`config.mk`:
```
export PLATFORM = sky130hd
export DESIGN_NAME = enemy_path_seq_flat
export DESIGN_NICKNAME = d
export VERILOG_FILES = /design/src/rtl/enemy_path_if.sv /design/src/rtl/enemy_path_seq.sv /design/src/flat_wrapper.sv
export SDC_FILE = /design/constraint.sdc
export NUM_CORES = 1
export LEC_CHECK = 0
export CORE_UTILIZATION = 30
export CTS_CLUSTER_SIZE = 16
export DETAILED_ROUTE_END_ITERATION = 12
export GPL_TIMING_DRIVEN = 1
export SYNTH_ARGS = -nofsm -noshare
export SYNTH_HDL_FRONTEND = slang
export SYNTH_SLANG_ARGS = --single-unit
```
`constraint.sdc`:
```
create_clock -name pclk -period 2.5 [get_ports pclk]
set_input_delay 0.75 -clock pclk [delete_from_list [all_inputs] [get_ports pclk]]
set_output_delay 0.75 -clock pclk [all_outputs]
set_load 0.02 [all_outputs]
```
`src/rtl/enemy_path_if.sv`:
```
// rtl/enemy_path_if.sv - handshake bundle between frame/collision logic and the enemy path sequencer
// Signals:
//   frame_tick  one-cycle pulse per frame (vblank start)
//   start       launches the enemy from IDLE
//   hit         one-cycle collision pulse
//   addr[11:0]  trajectory index to the ROM stage
//   alive       high while the enemy is running
//   killed      one-cycle pulse on the RUN->DEAD transition
//   dir         0 ascending, 1 descending
interface enemy_path_if;
    logic        frame_tick;
    logic        start;
    logic        hit;
    logic [11:0] addr;
    logic        alive;
    logic        killed;
    logic        dir;

    modport master (
        output frame_tick, start, hit,
        input  addr, alive, killed, dir
    );

    modport slave (
        input  frame_tick, start, hit,
        output addr, alive, killed, dir
    );
endinterface

```
`src/rtl/enemy_path_seq.sv`:
```
// rtl/enemy_path_seq.sv - per-enemy trajectory address sequencer with IDLE/RUN/DEAD life cycle
// Ports:
//   pclk  pixel clock, the only clock
//   rst   asynchronous active-high reset
//   bus   enemy_path_if.slave: frame_tick/start/hit in, addr/alive/killed/dir out (all registered)
// Parameters:
//   ADDR_MAX        last valid trajectory index
//   STEP_DIV        frame ticks per address step (1..255)
//   RESPAWN_FRAMES  frame ticks spent dead before restarting (1..4095)
//   PINGPONG        1 bounces 0->MAX->0, 0 wraps MAX->0
module enemy_path_seq #(
    parameter int ADDR_MAX       = 301,
    parameter int STEP_DIV       = 2,
    parameter int RESPAWN_FRAMES = 120,
    parameter bit PINGPONG       = 1'b1
) (
    input  logic          pclk,
    input  logic          rst,
    enemy_path_if.slave   bus
);

    localparam logic [11:0] ADDR_LAST = 12'(ADDR_MAX);
    localparam logic [7:0]  DIV_LAST  = 8'(STEP_DIV - 1);
    localparam logic [11:0] RESP_LAST = 12'(RESPAWN_FRAMES - 1);

    typedef enum logic [1:0] {
        S_IDLE = 2'd0,
        S_RUN  = 2'd1,
        S_DEAD = 2'd2
    } state_t;

    state_t      state_q, state_d;
    logic [11:0] addr_q, addr_d;
    logic        dir_q, dir_d;
    logic        alive_q, alive_d;
    logic        killed_q, killed_d;
    logic [7:0]  div_q, div_d;
    logic [11:0] resp_q, resp_d;

    // Next trajectory position from the current one; only used on a qualifying step.
    logic [11:0] step_addr;
    logic        step_dir;

    always_comb begin
        step_addr = addr_q;
        step_dir  = dir_q;
        if (PINGPONG) begin
            if (!dir_q) begin
                if (addr_q < ADDR_LAST) begin
                    step_addr = addr_q + 12'd1;
                end else begin
                    // Turn at the top without repeating the endpoint.
                    step_addr = addr_q - 12'd1;
                    step_dir  = 1'b1;
                end
            end else begin
                if (addr_q != 12'd0) begin
                    step_addr = addr_q - 12'd1;
                end else begin
                    step_addr = 12'd1;
                    step_dir  = 1'b0;
                end
            end
        end else begin
            step_addr = (addr_q == ADDR_LAST) ? 12'd0 : addr_q + 12'd1;
            step_dir  = 1'b0;
        end
    end

    always_comb begin
        state_d  = state_q;
        addr_d   = addr_q;
        dir_d    = dir_q;
        div_d    = div_q;
        resp_d   = resp_q;
        killed_d = 1'b0;

        case (state_q)
            S_IDLE: begin
                addr_d = 12'd0;
                dir_d  = 1'b0;
                div_d  = 8'd0;
                if (bus.start) begin
                    state_d = S_RUN;
                end
            end
            S_RUN: begin
                // hit takes priority over a simultaneous frame tick: no step.
                if (bus.hit) begin
                    state_d  = S_DEAD;
                    killed_d = 1'b1;
                    resp_d   = 12'd0;
                end else if (bus.frame_tick) begin
                    if (div_q == DIV_LAST) begin
                        div_d  = 8'd0;
                        addr_d = step_addr;
                        dir_d  = step_dir;
                    end else begin
                        div_d = div_q + 8'd1;
                    end
                end
            end
            S_DEAD: begin
                if (bus.frame_tick) begin
                    if (resp_q == RESP_LAST) begin
                        state_d = S_RUN;
                        addr_d  = 12'd0;
                        dir_d   = 1'b0;
                        div_d   = 8'd0;
                    end else begin
                        resp_d = resp_q + 12'd1;
                    end
                end
            end
            default: begin
                state_d = S_IDLE;
            end
        endcase

        // Registered so alive rises/falls on the same edge as the state change.
        alive_d = (state_d == S_RUN);
    end

    always_ff @(posedge pclk or posedge rst) begin
        if (rst) begin
            state_q  <= S_IDLE;
            addr_q   <= 12'd0;
            dir_q    <= 1'b0;
            alive_q  <= 1'b0;
            killed_q <= 1'b0;
            div_q    <= 8'd0;
            resp_q   <= 12'd0;
        end else begin
            state_q  <= state_d;
            addr_q   <= addr_d;
            dir_q    <= dir_d;
            alive_q  <= alive_d;
            killed_q <= killed_d;
            div_q    <= div_d;
            resp_q   <= resp_d;
        end
    end

    assign bus.addr   = addr_q;
    assign bus.dir    = dir_q;
    assign bus.alive  = alive_q;
    assign bus.killed = killed_q;

endmodule

```
`src/flat_wrapper.sv`:
```
// flat-port wrapper written by rule: the top's interface ports become plain ports
module enemy_path_seq_flat 
#(
    parameter int ADDR_MAX       = 301,
    parameter int STEP_DIV       = 2,
    parameter int RESPAWN_FRAMES = 120,
    parameter bit PINGPONG       = 1'b1
)
  (pclk, rst, bus_frame_tick, bus_start, bus_hit, bus_addr, bus_alive, bus_killed, bus_dir);
  enemy_path_if bus_i ();
  input  logic pclk;
  input  logic rst;
  input wire logic [$bits(bus_i.frame_tick)-1:0] bus_frame_tick;
  input wire logic [$bits(bus_i.start)-1:0] bus_start;
  input wire logic [$bits(bus_i.hit)-1:0] bus_hit;
  output wire logic [$bits(bus_i.addr)-1:0] bus_addr;
  output wire logic [$bits(bus_i.alive)-1:0] bus_alive;
  output wire logic [$bits(bus_i.killed)-1:0] bus_killed;
  output wire logic [$bits(bus_i.dir)-1:0] bus_dir;
  assign bus_i.frame_tick = bus_frame_tick;
  assign bus_i.start = bus_start;
  assign bus_i.hit = bus_hit;
  assign bus_addr = bus_i.addr;
  assign bus_alive = bus_i.alive;
  assign bus_killed = bus_i.killed;
  assign bus_dir = bus_i.dir;
  enemy_path_seq #(.ADDR_MAX(ADDR_MAX), .STEP_DIV(STEP_DIV), .RESPAWN_FRAMES(RESPAWN_FRAMES), .PINGPONG(PINGPONG)) u_core (.pclk(pclk), .rst(rst), .bus(bus_i));
endmodule
```
==> results of run 1 <==
cells by family (layout without fill, tap and decap cells):
kind of cell	after synthesis	after routing
AOI/OAI and AO/OA	80	80
xor gates and xnor gates	8	8
adders and majority gates	5	5
buffers and inverters	25	73
DFF	37	37
muxes	3	3
and+or+nand+nor	102	102
per-layer routing:
metal,part of all wire [%],global-route usage (%),up-vias
li1,-,-,1069
met1,49,20.4,1024
met2,46,22.7,46
met3,4.1,2.68,4
met4,0.80,3.97,0
met5,0,0,-
cells in the final DEF (no fill, tap or decap), types with 5 or more instances in the layout:
cell type	instances
sky130_fd_sc_hd__a21oi_1	9
sky130_fd_sc_hd__a31oi_1	5
sky130_fd_sc_hd__buf_4	32
sky130_fd_sc_hd__clkbuf_8	7
sky130_fd_sc_hd__clkdlybuf4s50_1	19
sky130_fd_sc_hd__dfrtp_1	37
sky130_fd_sc_hd__ha_1	5
sky130_fd_sc_hd__inv_1	13
sky130_fd_sc_hd__nand2_1	18
sky130_fd_sc_hd__nand3_1	12
sky130_fd_sc_hd__nor2_1	22
sky130_fd_sc_hd__nor3_1	5
sky130_fd_sc_hd__o211ai_1	8
sky130_fd_sc_hd__o21ai_0	15
sky130_fd_sc_hd__o31ai_1	6
sky130_fd_sc_hd__xor2_1	7
flip-flops by register name, summed over array words and instances (netlist names):
| signal | flops |
|---|---|
| u_core.bus.addr | 12 |
| u_core.bus.alive | 1 |
| u_core.bus.dir | 1 |
| u_core.bus.killed | 1 |
| u_core.div_q | 8 |
| u_core.resp_q | 12 |
| u_core.state_q | 2 |
final cells by class:
class / count / area, um^2 / share of cell area, %
multi-input combinational: 198 / 1350 / 45.2
sequential: 37 / 926 / 31.0
timing repair buffer: 51 / 430 / 14.4
tap: 102 / 128 / 4.27
clock buffer: 7 / 96.3 / 3.23
inverter: 14 / 52.6 / 1.76
clock inverter: 1 / 5.00 / 0.168
report_power, final:
part	internal, mW	switching (mW)	total (mW)
combinational	0.516	0.618	1.13
clock	0.249	0.212	0.461
sequential	0.678	0.0830	0.761
total	1.44	0.913	2.36
synth_stat cells (3+ instances only):
library cell / number / area, um^2
sky130_fd_sc_hd__a31oi_1: 5 / 31.3
sky130_fd_sc_hd__and4_1: 3 / 26.3
sky130_fd_sc_hd__o211ai_1: 8 / 60.1
sky130_fd_sc_hd__ha_1: 5 / 62.6
sky130_fd_sc_hd__or2_2: 4 / 25.0
sky130_fd_sc_hd__mux2i_1: 3 / 30.0
sky130_fd_sc_hd__xor2_1: 7 / 61.3
sky130_fd_sc_hd__o21ai_1: 3 / 15.0
sky130_fd_sc_hd__nor2_1: 22 / 82.6
sky130_fd_sc_hd__o2bb2ai_1: 3 / 26.3
sky130_fd_sc_hd__nor3_1: 5 / 25.0
sky130_fd_sc_hd__a21oi_1: 9 / 45.0
sky130_fd_sc_hd__inv_1: 13 / 48.8
sky130_fd_sc_hd__clkbuf_1: 4 / 15.0
sky130_fd_sc_hd__o2111ai_1: 4 / 35.0
sky130_fd_sc_hd__dfrtp_1: 37 / 926
sky130_fd_sc_hd__nand2b_1: 4 / 25.0
sky130_fd_sc_hd__nand4_1: 4 / 25.0
sky130_fd_sc_hd__nand2_1: 18 / 67.6
sky130_fd_sc_hd__nand3_1: 12 / 60.1
sky130_fd_sc_hd__o21ai_0: 15 / 75.1
sky130_fd_sc_hd__o31ai_1: 6 / 45.0
sky130_fd_sc_hd__nor4_1: 3 / 18.8
final timing paths:
path | to | slack [ps] | cells after the start | startpoint
worst max-delay path | u_core.bus.addr[4]$_DFFE_PP0P_ | 140 | 7 | bus_frame_tick
worst min-delay path | u_core.div_q[7]$_DFFE_PP0P_ | 490 | 1 | u_core.div_q[7]$_DFFE_PP0P_
worst max register to register | u_core.bus.addr[4]$_DFFE_PP0P_ | 180 | 8 | u_core.div_q[1]$_DFFE_PP0P_
worst min register to register | u_core.div_q[7]$_DFFE_PP0P_ | 490 | 1 | u_core.div_q[7]$_DFFE_PP0P_
max in group asynchronous | u_core.state_q[1]$_DFF_PP0_ | 1280 | 3 | rst
min in group asynchronous | u_core.bus.addr[6]$_DFFE_PP0P_ | 880 | 3 | rst
per-stage QoR:
stage                     power, mW  TNS [ps]  cell area, um^2  cells  worst slack (ps)
final                          2.36         0             2990    410               135
after CTS                      2.37         0             2980    410               134
after detailed placement       1.90      -951             2880    402              -167
after global routing           2.56         0             2990    410              13.8
after floorplan                1.44         0             2400    260               212
after global placement         1.89      -690             2880    402              -129
==> impl_metrics.csv, run 1 <==
group,metric,value,unit
placement,buffers_on_ports,19,
pwr,vdd_ir_max,0.000369,V
critical_path,timing.critical_path.max_delay_family,"compound AO/OA/AOI/OAI gates",
grt,antenna_found_initial,0,
detailed_routing,totalWireLength,5370,um
grt,grt_start_max_net_pins,38,
cts,tritoncts_num_sinks,37,
critical_path,path_max_fanout,11,
floorplan,core_area,7730,um^2
synthesis,postSynthCellCount,260,
floorplan,fp.dieArea,8360,um^2
critical_path,required,2720,ps
synthesis,synth_compound_gate_area_share,24.0,%
pwr,power.static_leakage,1.29,nW
timing,report.final.slew_viol_count,0,
layout,final_net_count,317,
critical_path,timing.critical_path.to_type,"flip-flop",
synthesis,synth_seq_cells,37,
critical_path,critical_path.max_stage_delay,490,ps
synthesis,mean_area_per_synthesized_cell,9.23,um^2
detailed_routing,drt_antenna_net_count,0,
critical_path,critical_path.n_buffers_inverters,2,
cts,numCtsBuffers,5,
cts,cts_tree,"yes",
floorplan,chipHeight,91.4,um
cts,hold_buffers,0,
detailed_routing,routed-via-count,2143,
synthesis,async_flop_share,100,%
synthesis,synth.mux.area_fraction,1.25,%
timing,hold_slack,486,ps
pwr,p_per_area,789,nW/um^2
synthesis,synth-warning-count,0,
timing,setup_viol_count_final,0,
synthesis,synth_top_family_by_area,"simple AND/OR/NAND/NOR gates",
synthesis,syn_area,2400,um^2
detailed_routing,dr.first_iter.drc_count,105,
timing,setup_clock_skew_after_layout,5.66,ps
placement,detailedPlacementHpwl,3930,um
grt,global_route_wire_length_before_repair,9900,um
critical_path,critPathArrivalTime,2590,ps
timing,slew_headroom,62.2,%
timing,grt_setup_unrepaired,"false",
timing,fmax,0.423,GHz
critical_path,startpoint_type,"primary input",
cts,cts.root.buffer_cell,"sky130_fd_sc_hd__clkbuf_8",
floorplan,io_count,20,
synthesis,synth_xor_area_share,2.92,%
floorplan,floorplan.die.width,91.4,um
min_path,worstHoldPathType,"flip-flop to flip-flop",
layout,post-route-util,38.6,%
layout,fillCellCount,788,
detailed_routing,viasPerCell,5.23,
floorplan,placement_rows,32,
placement,gpl_wtd_cong,0.859,
job,maxCapViolCount,0,
synthesis,synth_unique_cells,69,
layout,antenna_cells,0,
floorplan,start_util,31.0,%
detailed_routing,first_pass_iters,4,
timing,tightestPinTransition,553,ps
grt,vias_in_the_first_global_route,2074,
cts,clk_pin_slew,80,ps
cts,cts_setup_buffers,0,
layout,layout-area-overhead-vs-synth,24.5,%
timing,timing.final.hold_violations,0,
cts,cts_max_level,2,
detailed_routing,route.detailed.drc,0,
synthesis,synth.net_count,270,
cts,postCtsResizedCells,0,
synthesis,synth.yosys.seq_area_share,38.6,%
grt,gr-total-overflow,0,
cts,worst_skew_pair_latency,280,ps
detailed_routing,wire_per_inst,13.1,um
critical_path,setup.worst_path.class,"primary input to flip-flop",
synthesis,synth-adder-area-share,2.61,%
synthesis,postSynth.topFlopCell,"sky130_fd_sc_hd__dfrtp_1",
critical_path,critical_path_cell_by_cell,"clkdlybuf4s50_1, or2b_2, a21o_2, a211oi_2, buf_4, a21boi_0, o21ba_2",
cts,clock_path_buffers,2,
synthesis,synth-simple-area-share,25.1,%
status,status,"completed",
synthesis,synth_enable_flop_cells,0,
timing,finalCritPeriodShare,94.6,%
grt,grtUsageTotal,14.5,%
layout,final_layout_size_suffix_gt1_share,21.8,%
timing,final_period_minus_worst_setup_slack,2360,ps
critical_path,cp_slowest_cell,"sky130_fd_sc_hd__clkdlybuf4s50_1",
No activity file was read; power rests on OpenSTA's default activity.
==> run 2: changes to the inputs <==
clock period = 2.7 ns   (was 2.5 ns; I/O delays follow)
==> impl_metrics.csv, run 2 (synthesis gave the netlist of run 1 again) <==
group,metric,value,unit
min_path,holdPathStages,1,
floorplan,floorplan.die.width,91.4,um
placement,detailedPlacementHpwl,3950,um
floorplan,io_count,20,
timing,report.final.slew_viol_count,0,
pwr,power,2.07,mW
grt,vias_in_the_first_global_route,1987,
floorplan,fp.dieArea,8360,um^2
pwr,share_of_total_power_in_sequential_cells,34.7,%
cts,clk_pin_slew,80,ps
pwr,internal-power,1.23,mW
detailed_routing,routed-via-count,2104,
critical_path,worst_r2r_path_depth,8,
critical_path,timing.critical_path.max_delay_family,"compound AO/OA/AOI/OAI gates",
detailed_routing,route.detailed.drc,0,
cts,postCtsResizedCells,0,
timing,tightestPinTransition,568,ps
grt,grtUsageTotal,14.5,%
detailed_routing,drt_antenna_net_count,0,
pwr,netSwitchingFraction,40.5,%
detailed_routing,first_pass_iters,4,
floorplan,core_area,7730,um^2
cts,clock_path_buffers,2,
layout,final-instance-count-excl-fill,399,
layout,layout_commonest_cell,"sky130_fd_sc_hd__dfrtp_1",
timing,final.setup.tns,0,ps
status,status,"completed",
pwr,power_frac_comb,47.0,%
layout,final_net_count,306,
placement,dp_slack,-127,ps
timing,fmax,0.394,GHz
grt,antenna_found_initial,0,
critical_path,setup.worst_path.class,"primary input to flip-flop",
layout,post-route-util,37.3,%
critical_path,startpoint_type,"primary input",
critical_path,setup.reg_to_reg.worst_slack,240,ps
cts,numCtsBuffers,5,
pwr,p_sw,837,uW
critical_path,critical_path.max_stage_delay,520,ps
timing,setup_clock_skew_after_layout,11.7,ps
pwr,power.static_leakage,1.23,nW
layout,final_layout_size_suffix_gt1_share,18.2,%
grt,global_route_wire_length_before_repair,9680,um
timing,postLayoutSetupSlackWorst,162,ps
cts,cts_tree,"yes",
cts,hold_buffers,0,
min_path,hold_path_startpoint,"u_core.div_q[7]$_DFFE_PP0P_",
cts,tritoncts_num_sinks,37,
critical_path,worst_r2r_startpoint,"u_core.div_q[1]$_DFFE_PP0P_",
grt,grt_start_max_net_pins,38,
min_path,hold_path_end,"u_core.div_q[7]$_DFFE_PP0P_",
critical_path,critPathArrivalTime,2770,ps
job,maxCapViolCount,0,
placement,dpl.cell_count,391,
timing,final_period_minus_worst_setup_slack,2540,ps
critical_path,cp_slowest_cell,"sky130_fd_sc_hd__clkdlybuf4s50_1",
detailed_routing,wire_per_inst,13.7,um
cts,cts.root.buffer_cell,"sky130_fd_sc_hd__clkbuf_8",
grt,gr-total-overflow,0,
cts,worst_skew_pair_latency,290,ps
timing,timing.final.hold_violations,0,
critical_path,r2r_end,"u_core.bus.addr[4]$_DFFE_PP0P_",
layout,post-route-cell-area,2880,um^2
floorplan,chipHeight,91.4,um
layout,layout-area-overhead-vs-synth,20.0,%
timing,grt_setup_unrepaired,"false",
placement,buffers_on_ports,19,
detailed_routing,dr.first_iter.drc_count,82,
cts,cts_max_level,2,
layout,final_cell_mix,"sky130_fd_sc_hd__dfrtp_1, sky130_fd_sc_hd__nor2_1, sky130_fd_sc_hd__buf_4",
placement,gpl_wtd_cong,0.796,
timing,slew_headroom,61.9,%
layout,antenna_cells,0,
critical_path,timing.critical_path.to_type,"flip-flop",
cts,cts_setup_buffers,0,
placement,placed_cell_area,2800,um^2
detailed_routing,viasPerCell,5.27,
critical_path,critical_path.n_buffers_inverters,2,
pwr,p_per_area,718,nW/um^2
floorplan,start_util,31.0,%
critical_path,critical_path_cell_by_cell,"clkdlybuf4s50_1, or2b_2, a21o_2, a211oi_2, buf_4, a21boi_0, o21ba_2",
timing,hold_slack,489,ps
critical_path,path_max_fanout,6,
min_path,worstHoldPathType,"flip-flop to flip-flop",
detailed_routing,totalWireLength,5450,um
floorplan,placement_rows,32,
pwr,vdd_ir_max,0.000342,V
pwr,clockPowerShare,18.3,%
timing,finalCritPeriodShare,94.0,%
critical_path,required,2930,ps
timing,setup_viol_count_final,0,
==> run 2: how the worst max path moves through the flow <==
stage,start,to,depth (start not counted)
2_1_floorplan,u_core.bus.addr[0]$_DFFE_PP0P_,u_core.bus.addr[4]$_DFFE_PP0P_,8
3_3_place_gp,bus_frame_tick,u_core.bus.addr[4]$_DFFE_PP0P_,7
3_5_place_dp,bus_frame_tick,u_core.bus.addr[4]$_DFFE_PP0P_,7
4_1_cts,bus_frame_tick,u_core.bus.addr[4]$_DFFE_PP0P_,7
5_1_grt,bus_hit,u_core.bus.addr[4]$_DFFE_PP0P_,7
6_report,bus_frame_tick,u_core.bus.addr[4]$_DFFE_PP0P_,7
==> run 2: cell type report <==
cell class | count | area (um^2)
well taps | 102 | 128
flip-flops and latches | 37 | 926
multi-input cells | 198 | 1340
clock buffers | 6 | 72.6
repair buffers | 40 | 348
inverters | 14 | 52.6
fillers | 784 | 4850
clock inverters | 2 | 10.0
==> run 2: worst register-to-register path, cell delays in order, from the launching register on <==
cell and delay [ps]:
sky130_fd_sc_hd__dfrtp_1 430, sky130_fd_sc_hd__inv_1 70, sky130_fd_sc_hd__ha_1 120, sky130_fd_sc_hd__or4b_4 470, sky130_fd_sc_hd__or3_4 390, sky130_fd_sc_hd__a211oi_2 360, sky130_fd_sc_hd__buf_4 220, sky130_fd_sc_hd__a21boi_0 200
sky130_fd_sc_hd__o21ba_2 140
==> run 2: layer usage <==
| metal | track usage, % | vias to the layer above | wire [um] |
|---|---|---|---|
| met4 | 5.69 | 0 | 97 |
| met1 | 20.2 | 1003 | 2720 |
| met3 | 2.76 | 9 | 200 |
| li1 | - | 1047 | - |
| met2 | 21.9 | 45 | 2440 |
| met5 | 0 | - | 0 |
==> run 2: power groups by stage <==
stage | Clock [mW] | Sequential, mW | Combinational (mW)
finish | 0.377 | 0.717 | 0.972
global route | 0.419 | 0.733 | 1.08
CTS | 0.395 | 0.717 | 0.977
detailed placement | 0 | 0.726 | 0.972
global placement | 0 | 0.722 | 0.963
floorplan | 0 | 0.754 | 0.580
